<file path="config.mk">
export PLATFORM = sky130hd
export DESIGN_NAME = dif_butterfly_pipe
export DESIGN_NICKNAME = d
export VERILOG_FILES = /design/src/rtl/fft_pkg.sv /design/src/rtl/cmul_conj.sv /design/src/rtl/dif_butterfly_pipe.sv
export SDC_FILE = /design/constraint.sdc
export NUM_CORES = 2
export LEC_CHECK = 0
export BUFFER_PORTS_ARGS = -buffer_cell sky130_fd_sc_hd__buf_2
export CAP_MARGIN = 40
export CELL_PAD_IN_SITES_DETAIL_PLACEMENT = 0
export CELL_PAD_IN_SITES_GLOBAL_PLACEMENT = 1
export CORE_MARGIN = 2
export CORE_UTILIZATION = 50
export CTS_CLUSTER_SIZE = 14
export DETAILED_ROUTE_END_ITERATION = 10
export GPL_ROUTABILITY_DRIVEN = 0
export GPL_TIMING_DRIVEN = 1
export PLACE_DENSITY_LB_ADDON = 0.1
export REMOVE_ABC_BUFFERS = 1
export SYNTH_ARGS = -nofsm -noshare
export SYNTH_HDL_FRONTEND = slang
export SYNTH_SLANG_ARGS = --single-unit
</file>
<file path="constraint.sdc">
create_clock -name clk_i -period 8.6 [get_ports clk_i]
set_clock_uncertainty 0.1 [all_clocks]
set_input_delay 1.29 -clock clk_i [delete_from_list [all_inputs] [get_ports clk_i]]
set_output_delay 1.29 -clock clk_i [all_outputs]
set_load 0.02 [all_outputs]
</file>
<file path="src/rtl/fft_pkg.sv">
// fft_pkg: shared defaults and complex-number types for the FFT datapath.
// Index [0] is the real part and [1] the imaginary part of every complex bus.
package fft_pkg;

   localparam int FFT_DATA_WIDTH = 16;
   localparam int FFT_FRAC_BITS  = 15;

   localparam int RE = 0;
   localparam int IM = 1;

   typedef logic [1:0][FFT_DATA_WIDTH-1:0] cplx_t;
   typedef logic [1:0][FFT_FRAC_BITS:0]    twid_t;

endpackage

</file>
<file path="src/rtl/cmul_conj.sv">
// cmul_conj: stages S2 and S3 of the DIF butterfly. S2 forms the four
// full-precision products of the halved difference and the twiddle; S3
// combines them (conjugate selected by add/subtract sign), shifts right by
// FRAC_BITS and wraps to DATA_WIDTH.
// Optional macro DIF_BFLY_ROUND_EN: add 2^(FRAC_BITS-1) before the shift.
module cmul_conj
   import fft_pkg::*;
#(
   parameter int DATA_WIDTH = FFT_DATA_WIDTH,
   parameter int FRAC_BITS  = FFT_FRAC_BITS
) (
   input  logic                       clk_i,
   input  logic                       rst_ni,
   input  logic                       s2_en_i,
   input  logic                       s3_en_i,
   input  logic [1:0][DATA_WIDTH-1:0] diff_i,
   input  logic [1:0][FRAC_BITS:0]    twid_i,
   input  logic                       inv_i,
   output logic [1:0][DATA_WIDTH-1:0] res_o
);

   localparam int PW = DATA_WIDTH + FRAC_BITS + 1;   // product width
   localparam int CW = PW + 1;                       // combined width
`ifdef DIF_BFLY_ROUND_EN
   localparam logic signed [CW-1:0] RND = CW'(1) << (FRAC_BITS - 1);
`endif

   logic signed [PW-1:0]       d_re, d_im, w_re, w_im;
   logic signed [PW-1:0]       rr_d, ii_d, ri_d, ir_d;
   logic signed [PW-1:0]       rr_q, ii_q, ri_q, ir_q;
   logic                       inv2_d, inv2_q;
   logic signed [CW-1:0]       re_c, im_c;
   logic [1:0][DATA_WIDTH-1:0] res_d, res_q;

   // S2: sign-extend operands to product width and form the four products
   always_comb begin
      // NOTE: every variable gets a default before any branch, so no latch is inferred.
      rr_d   = rr_q;
      ii_d   = ii_q;
      ri_d   = ri_q;
      ir_d   = ir_q;
      inv2_d = inv2_q;
      d_re   = PW'($signed(diff_i[RE]));
      d_im   = PW'($signed(diff_i[IM]));
      w_re   = PW'($signed(twid_i[RE]));
      w_im   = PW'($signed(twid_i[IM]));
      if (s2_en_i) begin
         rr_d   = d_re * w_re;
         ii_d   = d_im * w_im;
         ri_d   = d_re * w_im;
         ir_d   = d_im * w_re;
         inv2_d = inv_i;
      end
   end

   // S3: conjugate by choosing the add/subtract sign, never by negating W
   always_comb begin
      res_d = res_q;
      if (inv2_q) begin
         re_c = CW'(rr_q) + CW'(ii_q);
         im_c = CW'(ir_q) - CW'(ri_q);
      end else begin
         re_c = CW'(rr_q) - CW'(ii_q);
         im_c = CW'(ri_q) + CW'(ir_q);
      end
`ifdef DIF_BFLY_ROUND_EN
      re_c = re_c + RND;
      im_c = im_c + RND;
`endif
      if (s3_en_i) begin
         res_d[RE] = DATA_WIDTH'(re_c >>> FRAC_BITS);
         res_d[IM] = DATA_WIDTH'(im_c >>> FRAC_BITS);
      end
   end

   // Product and result registers
   always_ff @(posedge clk_i) begin
      // NOTE: sequential state uses non-blocking assignments so every flop samples pre-edge values.
      // NOTE: data registers are reset as well, so outputs read 0 after reset instead of stale data.
      if (!rst_ni) begin
         rr_q   <= '0;
         ii_q   <= '0;
         ri_q   <= '0;
         ir_q   <= '0;
         inv2_q <= 1'b0;
         res_q  <= '0;
      end else begin
         rr_q   <= rr_d;
         ii_q   <= ii_d;
         ri_q   <= ri_d;
         ir_q   <= ir_d;
         inv2_q <= inv2_d;
         res_q  <= res_d;
      end
   end

   assign res_o = res_q;

endmodule

</file>
<file path="src/rtl/dif_butterfly_pipe.sv">
// dif_butterfly_pipe: 3-stage pipelined Gentleman-Sande (DIF) radix-2
// butterfly with valid/ready flow control and collapsing bubbles.
//   a_o = (a+b)/2,  b_o = ((a-b)/2) * W   (conj(W) when inv_i=1)
// Optional macro DIF_BFLY_ROUND_EN: round half up instead of truncating.
module dif_butterfly_pipe
   import fft_pkg::*;
#(
   parameter int DATA_WIDTH = FFT_DATA_WIDTH,
   parameter int FRAC_BITS  = FFT_FRAC_BITS
) (
   input  logic                       clk_i,
   input  logic                       rst_ni,
   input  logic                       valid_i,
   output logic                       ready_o,
   input  logic [1:0][DATA_WIDTH-1:0] a_i,
   input  logic [1:0][DATA_WIDTH-1:0] b_i,
   input  logic [1:0][FRAC_BITS:0]    twid_i,
   input  logic                       inv_i,
   output logic                       valid_o,
   input  logic                       ready_i,
   output logic [1:0][DATA_WIDTH-1:0] a_o,
   output logic [1:0][DATA_WIDTH-1:0] b_o
);

   logic adv1, adv2, adv3, acc, ld1, ld2, ld3;
   logic v1_d, v1_q, v2_d, v2_q, v3_d, v3_q;

   logic signed [DATA_WIDTH:0] sum_w [2];
   logic signed [DATA_WIDTH:0] diff_w [2];

   logic [1:0][DATA_WIDTH-1:0] sum1_d, sum1_q, diff1_d, diff1_q;
   logic [1:0][FRAC_BITS:0]    w1_d, w1_q;
   logic                       inv1_d, inv1_q;
   logic [1:0][DATA_WIDTH-1:0] sum2_d, sum2_q, a3_d, a3_q;

   // Flow control: a stage advances when empty or when the next one advances
   always_comb begin
      adv3 = !v3_q || ready_i;
      adv2 = !v2_q || adv3;
      adv1 = !v1_q || adv2;
      acc  = valid_i && ready_o;
      ld1  = adv1 && acc;
      ld2  = adv2 && v1_q;
      ld3  = adv3 && v2_q;
      v1_d = adv1 ? acc  : v1_q;
      v2_d = adv2 ? v1_q : v2_q;
      v3_d = adv3 ? v2_q : v3_q;
   end

   assign ready_o = rst_ni && adv1;

   // S1: widen by one bit, add/subtract, keep bits [DATA_WIDTH:1] (halving)
   always_comb begin
      sum1_d  = sum1_q;
      diff1_d = diff1_q;
      w1_d    = w1_q;
      inv1_d  = inv1_q;
      for (int k = 0; k < 2; k++) begin
         sum_w[k]  = (DATA_WIDTH+1)'($signed(a_i[k])) + (DATA_WIDTH+1)'($signed(b_i[k]));
         diff_w[k] = (DATA_WIDTH+1)'($signed(a_i[k])) - (DATA_WIDTH+1)'($signed(b_i[k]));
`ifdef DIF_BFLY_ROUND_EN
         sum_w[k]  = sum_w[k] + (DATA_WIDTH+1)'(1);
         diff_w[k] = diff_w[k] + (DATA_WIDTH+1)'(1);
`endif
      end
      if (ld1) begin
         for (int k = 0; k < 2; k++) begin
            sum1_d[k]  = DATA_WIDTH'(sum_w[k] >>> 1);
            diff1_d[k] = DATA_WIDTH'(diff_w[k] >>> 1);
         end
         w1_d   = twid_i;
         inv1_d = inv_i;
      end
   end

   // S2/S3: delay the halved sum so a_o lines up with the rotated difference
   always_comb begin
      sum2_d = ld2 ? sum1_q : sum2_q;
      a3_d   = ld3 ? sum2_q : a3_q;
   end

   // Valid bits and upper-path data registers
   always_ff @(posedge clk_i) begin
      if (!rst_ni) begin
         v1_q    <= 1'b0;
         v2_q    <= 1'b0;
         v3_q    <= 1'b0;
         sum1_q  <= '0;
         diff1_q <= '0;
         w1_q    <= '0;
         inv1_q  <= 1'b0;
         sum2_q  <= '0;
         a3_q    <= '0;
      end else begin
         v1_q    <= v1_d;
         v2_q    <= v2_d;
         v3_q    <= v3_d;
         sum1_q  <= sum1_d;
         diff1_q <= diff1_d;
         w1_q    <= w1_d;
         inv1_q  <= inv1_d;
         sum2_q  <= sum2_d;
         a3_q    <= a3_d;
      end
   end

   cmul_conj #(
      .DATA_WIDTH (DATA_WIDTH),
      .FRAC_BITS  (FRAC_BITS)
   ) u_cmul (
      .clk_i   (clk_i),
      .rst_ni  (rst_ni),
      .s2_en_i (ld2),
      .s3_en_i (ld3),
      .diff_i  (diff1_q),
      .twid_i  (w1_q),
      .inv_i   (inv1_q),
      .res_o   (b_o)
   );

   assign valid_o = v3_q;
   assign a_o     = a3_q;

endmodule

</file>
Word level (Yosys, flattened, before mapping) --
Cells that the tools add are included.
Word-level totals: bits in registers 321, input port bits 101, output and inout port bits 66, logic and storage cells 46
Operators by class: $add $sub $neg 8, $mul 4, mux-type cells 2, reductions and logical operators 11
Operators with widths (count):
- $mul 16x16->31 | 4
- $add 31x31->31 | 2
- $mux 31 | 2
- $sub 31x31->31 | 2
- $add 16x16->17 | 2
- $sub 16x16->17 | 2
- $logic_and 1x1->1 | 5
- $logic_not 1->1 | 3
- $logic_or 1x1->1 | 3

Logic depth before layout (Yosys ltp) --
depth after elaboration 7, gate-level depth with buffers 27

Hierarchy --
From an unflattened synthesis, not the netlist that was laid out.
Unflattened totals: cells, all modules 6377, area, all modules 56188.9 sq um
Modules (own cells, without submodules):
- cmul_conj | times used 1, cells an instance 5236, area an instance 47082.7 sq um, seq. area each 3143.0 sq um
- dif_butterfly_pipe | times used 1, cells an instance 1141, area an instance 9106.2 sq um, seq. area each 3283.1 sq um

Worst setup path after synthesis --
OpenSTA, ideal clock, no wires.
path kind register to register, from reg w1_q[1] (netlist name), to reg u_cmul.rr_q[30], library setup time 0.124 ns, arrival 6.308 ns, data required time 8.376 ns, setup slack 2.067 ns, stages on the path, launching flop included 23, buffers on the path 1, clock period less this slack 6.533 ns, cells stage by stage dfxtp_1 clkbuf_1 nand2_1 fa_1 fa_1 fa_1 inv_1 fa_1 fa_1 inv_1 fa_1 inv_1 ha_1 a211o_1 or4_1 o31ai_1 o31ai_1 a2111oi_1 nor2_1 a211o_1 a21oi_1 xnor2_1 o21ai_1
Between the ends: cells in the longest elaborated chain, start to end 1
RTL lines:
- start, declared | line dif_butterfly_pipe.sv:32 | logic [1:0][FRAC_BITS:0] w1_d, w1_q;
- start signal, assigned | line dif_butterfly_pipe.sv:100 | w1_q <= w1_d;
- $mul 16x16->31 | line cmul_conj.sv:48 | rr_d = d_re * w_re;
- end signal, assigned | line cmul_conj.sv:88 | rr_q <= rr_d;
- end, declared | line cmul_conj.sv:30 | logic signed [PW-1:0] rr_q, ii_q, ri_q, ir_q;
No other way between the ends. A chain may end at the register's enable or synchronous reset.

Worst setup path after layout --
from reg diff1_q[9] (netlist name), to reg u_cmul.ri_q[29]
Between the ends: cells in the longest elaborated chain, start to end 1
RTL lines:
- start, declared | line dif_butterfly_pipe.sv:31 | logic [1:0][DATA_WIDTH-1:0] sum1_d, sum1_q, diff1_d, diff1_q;
- start signal, assigned | line dif_butterfly_pipe.sv:99 | diff1_q <= diff1_d;
- $mul 16x16->31 | line cmul_conj.sv:50 | ri_d = d_re * w_im;
- end signal, assigned | line cmul_conj.sv:90 | ri_q <= ri_d;
- end, declared | line cmul_conj.sv:30
No other way between the ends.

==> results by stage <==
Yosys:
- sky130_fd_sc_hd__fa_1 takes more of the synthesized area than any other cell.
- The share of the yosys chip area belonging to registers is 11.7%.
- By count the netlist is led by sky130_fd_sc_hd__inv_1 (1229), sky130_fd_sc_hd__fa_1 (1028), sky130_fd_sc_hd__nand2_1 (979).
- The number of warnings reported in the yosys synthesis log is 0.
- Each instance of the synthesized netlist takes up on average 8.57 sq um.
- The most used flip-flop cell after synthesis is sky130_fd_sc_hd__dfxtp_1.
- The cell area that synthesis handed to floorplanning was 54900 sq um.
- The register bit count reported by yosys is 321.
- After synthesis, the largest area contributor takes up 37.5% of total cell area.
- The post-synthesis async set-or-reset flop share is 0%.
- The number of distinct library cell variants in the gate-level netlist after synthesis is 74.
- Counting flops with a built-in enable in the synthesized netlist gives 0.
- After synthesis, the cell types taking the most area are sky130_fd_sc_hd__fa_1 (37%), sky130_fd_sc_hd__dfxtp_1 (12%), sky130_fd_sc_hd__ha_1 (10%).
- Among all cell types in the netlist, the one instantiated most often is sky130_fd_sc_hd__inv_1.
- The post-synthesis cell count is 6408.

Floorplanning:
- The chip height is 335 um.
- The floorplan has 121 rows.
- The total core area is 109000 sq um.
- In this run the count of I/O pins placed on the die edge is 167.
- The initial core utilization is 50.5%.
- In this run the horizontal extent of the chip is 335 um.
- The floorplan step defined a die boundary enclosing 113000 sq um.

Clocking:
- TritonCTS built the clock tree.
- The number of clock buffers inserted by TritonCTS is 44.
- In this run the deepest clock path goes through 3 buffers.
- The number of buffers inserted for hold repair after clock tree synthesis is 0.
- The H-tree depth is 2.
- The insertion delay to the later sink of the worst-skew pair is 0.65 ns.
- The clock drives 321 sinks.
- After clock tree synthesis, the clock-pin slew on the worst setup and hold paths is 0.06 ns.
- The root buffer selected by CTS is sky130_fd_sc_hd__clkbuf_16.
- Once the clock tree was built, the resizer swapped 0 gates to a different size.
- The number of post-CTS setup repair buffers is 0.

Power and ir drop:
- The worst-case IR drop observed on VDD is 0.137 mV.
- The internal power of the cells totals 0.00530 W.
- The clock network power share is 19.3%.
- After layout, the design draws a total of 0.0102 W.
- The static leakage is 29.5 nW.
- The sequential fraction of design power is 19.1%.
- The switching portion of total power is 48.2%.
- Combinational logic burns 61.7% of the power.
- The switching power of the nets is 0.00493 W.
- The total power divided by cell area is 173 nW/um^2.

Global route:
- The total routing resource utilization after global routing is 29.5%.
- The initial antenna violation count is 8.
- The sum of overflow across all layers after global routing is 0.
- The first global-routing pass estimated 254000 um of wire.
- The via count of the first global-routing pass was 44106.
- The pin count of the biggest net entering global routing is 118.

Placed design:
- During placement, the flow inserted port buffers numbering 166.
- Detailed placement finished with a half-perimeter wire length of 126000 um.

Finish:
- The post-route netlist has 6.42% of its cells at a drive strength greater than 1.
- Relative to the synthesized area, the layout overhead comes to 7.50%.
- The count of nets after finishing is 8007.

Timing:
- The final critical delay including setup and external delays is 7.75 ns.
- Setup violations remaining at the end of the flow were counted as 0.
- Setup repair after global routing left no endpoint under its margin.
- The fmax is 129 MHz.
- The number of slew-limit violations in the final report is 0.
- Summed over all failing endpoints, the final setup total negative slack is 0 ns.
- The worst path uses 90.1% of the clock period.
- At the pin with the least slew margin, the transition time is 0.949 ns.
- The remaining max-slew budget at the tightest pin is 36.7%.
- The final number of hold-violating endpoints came to 0.

Outcome:
- The run finished with clean final reports.

Worst setup path:
- The signal arrival time at the worst endpoint is 8.15 ns.
- The required time of the critical path is 9.00 ns.
- The type of element launching the critical path is a register.
- Of all nets on the critical path, the largest fanout is 22.
- The kind of critical path is register to register.
- The endpoint class of the critical path is a register.

Routing:
- The iteration count of the initial detailed-routing pass is 7.
- The detailed-route wire length is 159000 um.
- After detailed routing, the number of vias per cell comes to 5.38.
- For this block, the initial DRC count from the detailed router was 2675.
- The detailed router placed 42394 vias in this run.
- After detailed routing, the average wire length per cell comes to 20.2 um.
- After detailed routing, the number of remaining DRC violations is 0.
- The detail route stage leaves a number of antenna-violating nets equal to 0.

Job:
- The count of max-cap constraint violations is 0.

Hold path:
- The kind of path behind the tightest hold check is register to register.
per-layer routing:
layer / global-route usage, % / vias up / share of wire, %
met5: 0 / - / 0.042
met3: 4.33 / 233 / 6.1
met1: 39.7 / 21367 / 43
met2: 48.3 / 1123 / 47
li1: - / 19661 / -
met4: 10.9 / 10 / 4.4
power groups by stage:
stage,sequential [W],combinational [W],clock [W]
finish,0.00195,0.00631,0.00197
floorplan,0.00197,0.00422,0
detailed placement,0.00197,0.00628,0
global route,0.00196,0.00711,0.00206
CTS,0.00194,0.00633,0.00201
global placement,0.00200,0.00615,0
final cells by class:
cell class	instances	area, sq um
Multi-Input combinational cell	4539	42700
Timing Repair Buffer	302	2000
Tap cell	1414	1770
Antenna cell	2	5.00
Sequential cell	321	6430
Clock inverter	24	315
Fill cell	10362	49800
Inverter	1230	4620
Clock buffer	52	1180
through the flow:
stage	setup WS, ns	util [%]	hold slack (ns)	area (sq um)	cells
2_1_floorplan	0.280	-	0.327	53700	6090
3_3_place_gp	1.08	52.7	0.336	57300	7787
3_5_place_dp	1.05	52.9	0.340	57500	7805
4_1_cts	0.980	54.2	0.347	59000	7881
5_1_grt	0.547	54.2	0.365	59000	7882
6_report	0.848	54.3	0.347	59100	7884
path summary, 6_finish.rpt:
| check | to | start | slack [ns] | depth (start not counted) |
|---|---|---|---|---|
| setup / recovery | u_cmul.ri_q[29] | diff1_q[9] | 0.85 | 20 |
| hold / removal | u_cmul.res_o[17] | u_cmul.res_o[17] | 0.35 | 2 |
| setup reg to reg | u_cmul.ri_q[29] | diff1_q[9] | 0.85 | 20 |
| hold reg to reg | u_cmul.res_o[17] | u_cmul.res_o[17] | 0.35 | 2 |
flip-flops by register name, summed over array words and instances, names as in the netlist:
register       count
v2_q               1
u_cmul.ii_q       31
sum1_q            32
u_cmul.res_o      32
v1_q               1
a_o               32
u_cmul.rr_q       31
u_cmul.ir_q       31
w1_q              32
u_cmul.ri_q       31
diff1_q           32
valid_o            1
inv1_q             1
sum2_q            32
u_cmul.inv2_q      1
cell usage in the layout (no fill, tap or decap), drive strengths merged, types with 68 or more instances in the layout:
cell type and count:
inv 1231, fa 1028, nand2 979, and2 470, ha 440, a21oi 328, dfxtp 321, buf 301
nor2 200, xnor2 187, o21ai 160, nand3 145, xor2 68
critical path: stages, from the launching register on:
cell and delay, ns:
sky130_fd_sc_hd__dfxtp_1 0.76, sky130_fd_sc_hd__buf_4 0.48, sky130_fd_sc_hd__nand2_1 0.16, sky130_fd_sc_hd__fa_1 0.52, sky130_fd_sc_hd__fa_1 0.47, sky130_fd_sc_hd__fa_1 0.52
sky130_fd_sc_hd__fa_1 0.55, sky130_fd_sc_hd__inv_1 0.05, sky130_fd_sc_hd__fa_1 0.50, sky130_fd_sc_hd__fa_1 0.42, sky130_fd_sc_hd__ha_1 0.24, sky130_fd_sc_hd__or3_1 0.42
sky130_fd_sc_hd__nor4b_1 0.63, sky130_fd_sc_hd__o21ai_0 0.37, sky130_fd_sc_hd__a2111oi_1 0.42, sky130_fd_sc_hd__buf_4 0.21, sky130_fd_sc_hd__o31ai_1 0.11, sky130_fd_sc_hd__nand2_1 0.13
sky130_fd_sc_hd__a21oi_1 0.09, sky130_fd_sc_hd__nor4bb_1 0.14, sky130_fd_sc_hd__or3_1 0.31
kinds of logic after synthesis:
family | count (synthesis) | synth area share, %
xor gates and xnor gates | 255 | 4.07
DFF | 321 | 11.7
buffers and inverters | 1548 | 10.6
AOI/OAI and AO/OA | 754 | 8.25
adders and majority gates | 1468 | 47.5
muxes | 12 | 0.221
and+or+nand+nor | 2050 | 17.7
Power figures use the tool's default switching activity.
